$ cat src/rtl/rf_seq_pkg.sv
// Shared definitions for the register-file operation sequencer:
// operation and state encodings plus the supported datapath widths.
package rf_seq_pkg;

  localparam int DATA_W = 16;
  localparam int ADDR_W = 2;

  typedef enum logic [1:0] {
    OP_ADD = 2'b00,
    OP_SUB = 2'b01,
    OP_MOV = 2'b10,
    OP_LHI = 2'b11
  } op_e;

  typedef enum logic [2:0] {
    ST_IDLE  = 3'd0,
    ST_READ  = 3'd1,
    ST_EXEC  = 3'd2,
    ST_WRITE = 3'd3,
    ST_DONE  = 3'd4
  } state_e;

endpackage

$ cat src/rtl/rf_seq_alu.sv
// Combinational ALU for the sequencer: ADD/SUB with signed overflow
// detection, MOV passes operand a, LHI places the immediate in the top byte.
module rf_seq_alu #(
  parameter int DATA_W = 16
) (
  input  logic [1:0]        op,
  input  logic [DATA_W-1:0] a,
  input  logic [DATA_W-1:0] b,
  input  logic [7:0]        imm,
  output logic [DATA_W-1:0] result,
  output logic              ovf
);
  import rf_seq_pkg::*;

  logic signed [DATA_W-1:0] sa;
  logic signed [DATA_W-1:0] sb;
  logic signed [DATA_W-1:0] sum;
  logic signed [DATA_W-1:0] diff;

  // Two operands of equal sign producing a result of the other sign overflowed.
  function automatic logic add_ovf(input logic signed [DATA_W-1:0] x,
                                   input logic signed [DATA_W-1:0] y,
                                   input logic signed [DATA_W-1:0] s);
    return (x[DATA_W-1] == y[DATA_W-1]) && (s[DATA_W-1] != x[DATA_W-1]);
  endfunction

  // x - y overflows when the operands differ in sign and the result sign flips from x.
  function automatic logic sub_ovf(input logic signed [DATA_W-1:0] x,
                                   input logic signed [DATA_W-1:0] y,
                                   input logic signed [DATA_W-1:0] d);
    return (x[DATA_W-1] != y[DATA_W-1]) && (d[DATA_W-1] != x[DATA_W-1]);
  endfunction

  assign sa   = $signed(a);
  assign sb   = $signed(b);
  assign sum  = sa + sb;
  assign diff = sa - sb;

  // Select the result and overflow flag for the requested operation.
  always_comb begin
    result = '0;
    ovf    = 1'b0;
    case (op_e'(op))
      OP_ADD: begin
        result = sum;
        ovf    = add_ovf(sa, sb, sum);
      end
      OP_SUB: begin
        result = diff;
        ovf    = sub_ovf(sa, sb, diff);
      end
      OP_MOV: result = a;
      OP_LHI: result = {imm, {(DATA_W-8){1'b0}}};
      default: begin
        result = '0;
        ovf    = 1'b0;
      end
    endcase
  end

endmodule

$ cat src/rtl/rf_op_sequencer.sv
// Sequences one register-file operation at a time:
// accept command, read operands, execute, write back, then hand the
// result out on a valid/ready completion port.
module rf_op_sequencer #(
  parameter int DATA_W = 16,
  parameter int ADDR_W = 2
) (
  input  logic              clk,
  input  logic              reset_n,
  input  logic              cmd_valid,
  output logic              cmd_ready,
  input  logic [1:0]        cmd_op,
  input  logic [ADDR_W-1:0] cmd_rs,
  input  logic [ADDR_W-1:0] cmd_rt,
  input  logic [ADDR_W-1:0] cmd_rd,
  input  logic [7:0]        cmd_imm,
  output logic [ADDR_W-1:0] rf_addr1,
  output logic [ADDR_W-1:0] rf_addr2,
  input  logic [DATA_W-1:0] rf_data1,
  input  logic [DATA_W-1:0] rf_data2,
  output logic [ADDR_W-1:0] rf_addr3,
  output logic [DATA_W-1:0] rf_data3,
  output logic              rf_write,
  output logic              done_valid,
  input  logic              done_ready,
  output logic [DATA_W-1:0] done_data,
  output logic              done_ovf,
  output logic [7:0]        op_count
);
  import rf_seq_pkg::*;

  state_e            state_q, state_d;
  logic [1:0]        op_q;
  logic [ADDR_W-1:0] rs_q, rt_q, rd_q;
  logic [7:0]        imm_q;
  logic [DATA_W-1:0] a_q, b_q;
  logic [DATA_W-1:0] res_q;
  logic              ovf_q;
  logic [7:0]        cnt_q;
  logic [DATA_W-1:0] alu_res;
  logic              alu_ovf;
  logic              accept;
  logic              done_hs;

  assign accept  = (state_q == ST_IDLE) && cmd_valid;
  assign done_hs = (state_q == ST_DONE) && done_ready;

  rf_seq_alu #(
    .DATA_W(DATA_W)
  ) u_alu (
    .op    (op_q),
    .a     (a_q),
    .b     (b_q),
    .imm   (imm_q),
    .result(alu_res),
    .ovf   (alu_ovf)
  );

  // State register; a synchronous reset aborts any command in flight.
  always_ff @(posedge clk) begin
    if (!reset_n) state_q <= ST_IDLE;
    else          state_q <= state_d;
  end

  // Next-state and all port outputs; every output is idle-zero outside its state.
  always_comb begin
    state_d    = state_q;
    cmd_ready  = 1'b0;
    rf_addr1   = '0;
    rf_addr2   = '0;
    rf_addr3   = '0;
    rf_data3   = '0;
    rf_write   = 1'b0;
    done_valid = 1'b0;
    done_data  = '0;
    done_ovf   = 1'b0;
    case (state_q)
      ST_IDLE: begin
        cmd_ready = 1'b1;
        if (cmd_valid) state_d = ST_READ;
      end
      ST_READ: begin
        rf_addr1 = rs_q;
        rf_addr2 = rt_q;
        state_d  = ST_EXEC;
      end
      ST_EXEC: state_d = ST_WRITE;
      ST_WRITE: begin
        rf_write = 1'b1;
        rf_addr3 = rd_q;
        rf_data3 = res_q;
        state_d  = ST_DONE;
      end
      ST_DONE: begin
        done_valid = 1'b1;
        done_data  = res_q;
        done_ovf   = ovf_q;
        if (done_ready) state_d = ST_IDLE;
      end
      default: state_d = ST_IDLE;
    endcase
  end

  // Command latch, operand capture in READ and result capture in EXEC.
  // Operands are read before the write-back, so rd aliasing rs/rt sees old values.
  always_ff @(posedge clk) begin
    if (!reset_n) begin
      op_q  <= '0;
      rs_q  <= '0;
      rt_q  <= '0;
      rd_q  <= '0;
      imm_q <= '0;
      a_q   <= '0;
      b_q   <= '0;
      res_q <= '0;
      ovf_q <= 1'b0;
    end else begin
      if (accept) begin
        op_q  <= cmd_op;
        rs_q  <= cmd_rs;
        rt_q  <= cmd_rt;
        rd_q  <= cmd_rd;
        imm_q <= cmd_imm;
      end
      if (state_q == ST_READ) begin
        a_q <= rf_data1;
        b_q <= rf_data2;
      end
      if (state_q == ST_EXEC) begin
        res_q <= alu_res;
        ovf_q <= alu_ovf;
      end
    end
  end

  // Completed-command counter, wraps naturally at 8 bits.
  always_ff @(posedge clk) begin
    if (!reset_n)     cnt_q <= '0;
    else if (done_hs) cnt_q <= cnt_q + 8'd1;
  end

  assign op_count = cnt_q;

endmodule

$ cat config.mk
export PLATFORM = sky130hd
export DESIGN_NAME = rf_op_sequencer
export DESIGN_NICKNAME = d
export VERILOG_FILES = /design/src/rtl/rf_seq_pkg.sv /design/src/rtl/rf_seq_alu.sv /design/src/rtl/rf_op_sequencer.sv
export SDC_FILE = /design/constraint.sdc
export NUM_CORES = 1
export LEC_CHECK = 0
export BUFFER_PORTS_ARGS = -buffer_cell sky130_fd_sc_hd__clkbuf_2
export CAP_MARGIN = 10
export CORE_UTILIZATION = 56
export CTS_BUF_LIST = sky130_fd_sc_hd__clkbuf_16
export DETAILED_ROUTE_END_ITERATION = 10
export GPL_ROUTABILITY_DRIVEN = 0
export MAX_ROUTING_LAYER = met4
export PLACE_DENSITY = 0.81
export SYNTH_ARGS = -nofsm -noshare
export SYNTH_HDL_FRONTEND = slang
export SYNTH_SLANG_ARGS = --single-unit
$ cat constraint.sdc
create_clock -name clk -period 3.25 [get_ports clk]
set_input_delay 0 -clock clk [delete_from_list [all_inputs] [get_ports clk]]
set_output_delay 0 -clock clk [all_outputs]
set_load 0.05 [all_outputs]
==> results.py <==
metrics = {
    "power_and_ir_drop": {
        "power.density_nw_per_um2": 433.6,
        "ir_drop_uv": 214.3,
        "leakage_uw": 0.002890,
    },
    "synth": {
        "syn_nets": 748,
        "yosys_warnings": 0,
        "yosysUniqueCellTypes": 65,
        "synth-seq-cells": 76,
        "synth-main-ff-cell": "dfxtp_1",
        "synth_edf_count": 0,
        "netlist_area_um2": 5135,
        "synth_async_sr_flop_share": 0,
        "avgSynthCellArea_um2": 7.745,
        "ys_seq_area_frac": 0.2963,
        "synth_cells": 663,
    },
    "floorplan": {
        "die-area_um2": 9556,
        "core_area_um2": 8806,
        "rows": 34,
        "dieHeight_um": 97.76,
        "io_pins": 102,
        "initial_core_util": 0.5831,
        "fp.dieW_um": 97.76,
    },
    "route": {
        "routed_wl_um": 13340,
        "postRouteAntennaNets": 0,
        "first_iter_violations": 437,
        "dr.pass1.iters": 8,
        "drc": 22,
        "wire_per_inst_um": 14.84,
        "drt-vias-per-instance": 5.662,
        "vias": 5090,
    },
    "clock_tree": {
        "clock-root-buffer": "clkbuf_16",
        "cts_resized": 0,
        "cts_buffer_depth": 2,
        "htree_levels": 3,
        "cts_hold_buffers": 49,
        "clkSinkCount": 76,
        "cts_buffers": 9,
        "post_cts_buffers": 0,
        "clock_latency_ps": 340,
        "clk_pin_slew_worst_paths_ps": 60,
        "cts_tree": "built",
    },
    "worst_setup_path": {
        "crit_type": "reg -> reg",
        "critPathArrivalTime_ps": 2880,
        "crit_slowest_cell": "ha_1",
        "cpLargestDelayFamily": "simple AND/OR/NAND/NOR gates",
        "path_max_fanout": 13,
        "cp_num_cells": 9,
        "critPathRequiredTime_ps": 3480,
        "path_buf_inv": 1,
        "critPathCaptureType": "flop",
        "cp_cell_sequence": "inv_1 > ha_1 > nor2b_1 > nor4_1 > a2111oi_1 > nor3_2 > mux2i_1 > nand4_1 > a32o_1",
        "startpoint_type": "flop",
        "critPathMaxStageDelay_ps": 520,
        "reg2reg_depth": 9,
    },
    "status": {
        "violations": "design-rule violations",
        "status": "finished with violations",
    },
    "placed_design": {
        "io_buffers": 101,
        "hpwl_um": 9299,
        "dpl_worst_slack_ps": 666.1,
    },
    "timing": {
        "worst_slew_pin_slew_ps": 699.9,
        "clock_skew_ps": 7.370,
        "slew_headroom": 0.5334,
        "rsz0062_at_grt": "false",
        "finalCritPeriodShare": 0.8152,
        "setup_viol": 0,
        "fmax_mhz": 377.4,
        "setup-tns-final_ps": 0,
        "hold_violations": 0,
        "final_max_slew_viol_count": 0,
        "setup_slack_ps": 600.6,
        "period_needed_ps": 2649,
        "whs_ps": 9.606,
    },
    "grt": {
        "overflow": 0,
        "grt_antenna_before_repair": 0,
        "grt_pass1_vias": 4628,
        "grt_usage": 0.2914,
        "grt_max_degree": 43,
        "grt_pass1_wl_um": 22110,
    },
    "worst_hold_path": {
        "hold_path.class": "in -> reg",
        "hold_depth": 3,
    },
    "layout": {
        "utilization": 0.7316,
        "diodes": 0,
        "syn2layout_area_growth_pct": 25.46,
        "fin_nets": 871,
        "drive_above_1_share": 0.1783,
    },
    "flow_run": {
        "maxCapViolCount": 0,
    },
}
layout by cell type, fill, tap and decap left out, types with 5 or more instances in the layout:
cell,Yosys,layout
o21ai_0,26,26
buf_4,1,5
o211a_1,6,6
xor2_1,6,6
nor3_1,8,8
or2_2,6,6
nand2_1,126,126
a31oi_1,5,5
nor2b_1,9,9
mux2i_1,13,13
dlygate4sd3_1,0,49
a21oi_1,39,39
inv_1,28,29
ha_1,31,31
xnor2_1,15,15
clkbuf_16,0,9
a21o_1,5,5
clkbuf_2,0,101
a21boi_0,49,49
dfxtp_1,76,76
nor2_1,29,29
o21bai_1,5,5
and2_1,51,51
nand3_1,10,10
o211ai_1,8,8
and3_1,5,5
sequential cells by signal (all words and copies together), names as in the netlist:
register,flops
a_q,16
op_count,8
res_q,16
rs_q,2
rd_q,2
imm_q,8
ovf_q,1
b_q,16
op_q,2
state_q,3
rt_q,2
per-stage QoR:
stage | power (µW) | instances | area (µm²)
2_1_floorplan | 1528 | 663 | 5135
4_1_cts | 2780 | 899 | 6442
3_5_place_dp | 1677 | 834 | 5637
5_1_grt | 2903 | 899 | 6442
6_report | 2794 | 899 | 6442
3_3_place_gp | 1655 | 834 | 5637
worst paths after layout:
check | start | end | slack (ps)
hold / removal | done_ready | state_q[2]$_SDFFE_PN0P_ | 10
setup / recovery | b_q[12]$_SDFFE_PN0N_ | ovf_q$_SDFFE_PN0P_ | 600
setup reg to reg | b_q[12]$_SDFFE_PN0N_ | ovf_q$_SDFFE_PN0P_ | 600
hold reg to reg | rt_q[0]$_SDFFE_PN0P_ | rt_q[0]$_SDFFE_PN0P_ | 470
where the power goes:
part           internal [µW]  total (µW)  switching (µW)
Sequential               989        1040            53.0
Combinational            283         683             400
Clock                    669        1070             399
layer usage:
metal	global-route usage	vias to the layer above	share of wire
met5	-	-	0
met4	0.08974	0	0.017
met3	0.04009	29	0.075
met2	0.4681	251	0.45
met1	0.3814	2296	0.45
li1	-	2514	-
cell usage after synthesis, types with 3 or more instances:
cell        n  area share
and3_1      5      0.0061
a21oi_1    39       0.038
nor4_1      4      0.0049
a221oi_1    3      0.0051
inv_1      28       0.020
mux2i_1    13       0.025
nor2b_1     9       0.011
dfxtp_1    76        0.30
o211ai_1    8       0.012
o21bai_1    5      0.0073
buf_2       6      0.0058
and2_1     51       0.062
nor3_1      8      0.0078
ha_1       31       0.076
nand4_1     4      0.0049
o21ai_0    26       0.025
a21boi_0   49       0.072
nand2b_1    4      0.0049
nand2_1   126       0.092
o211a_1     6       0.012
clkbuf_1   34       0.025
xor2_1      6       0.010
nor2_1     29       0.021
a31oi_1     5      0.0061
o21a_1      3      0.0044
o31ai_1     4      0.0058
nand3_1    10      0.0097
or2_2       6      0.0073
xnor2_1    15       0.026
nor3b_1     3      0.0044
a21o_1      5      0.0073
area by class of cell:
class | instances | area (µm²)
fill | 656 | 2364
timing repair buffer | 155 | 1033
tap | 108 | 135.1
inverter | 29 | 108.9
sequential | 76 | 1521
multi-input combinational | 515 | 3328
clock inverter | 7 | 90.09
clock buffer | 9 | 225.2
worst min-delay path: stages:
cell and delay (ps):
clkbuf_2 90, nor2b_1 40, o21a_1 160
cells by family (layout without fill, tap and decap cells):
kind of cell	count (synthesis)	in the layout	synth area share
and+or+nand+nor	270	270	0.2556
xor gates and xnor gates	21	21	0.03582
DFF	76	76	0.2963
adders and majority gates	33	33	0.08333
AOI/OAI and AO/OA	177	177	0.2437
muxes	14	14	0.02753
buffers and inverters	72	200	0.05775
(Power assumes the default switching activity.)
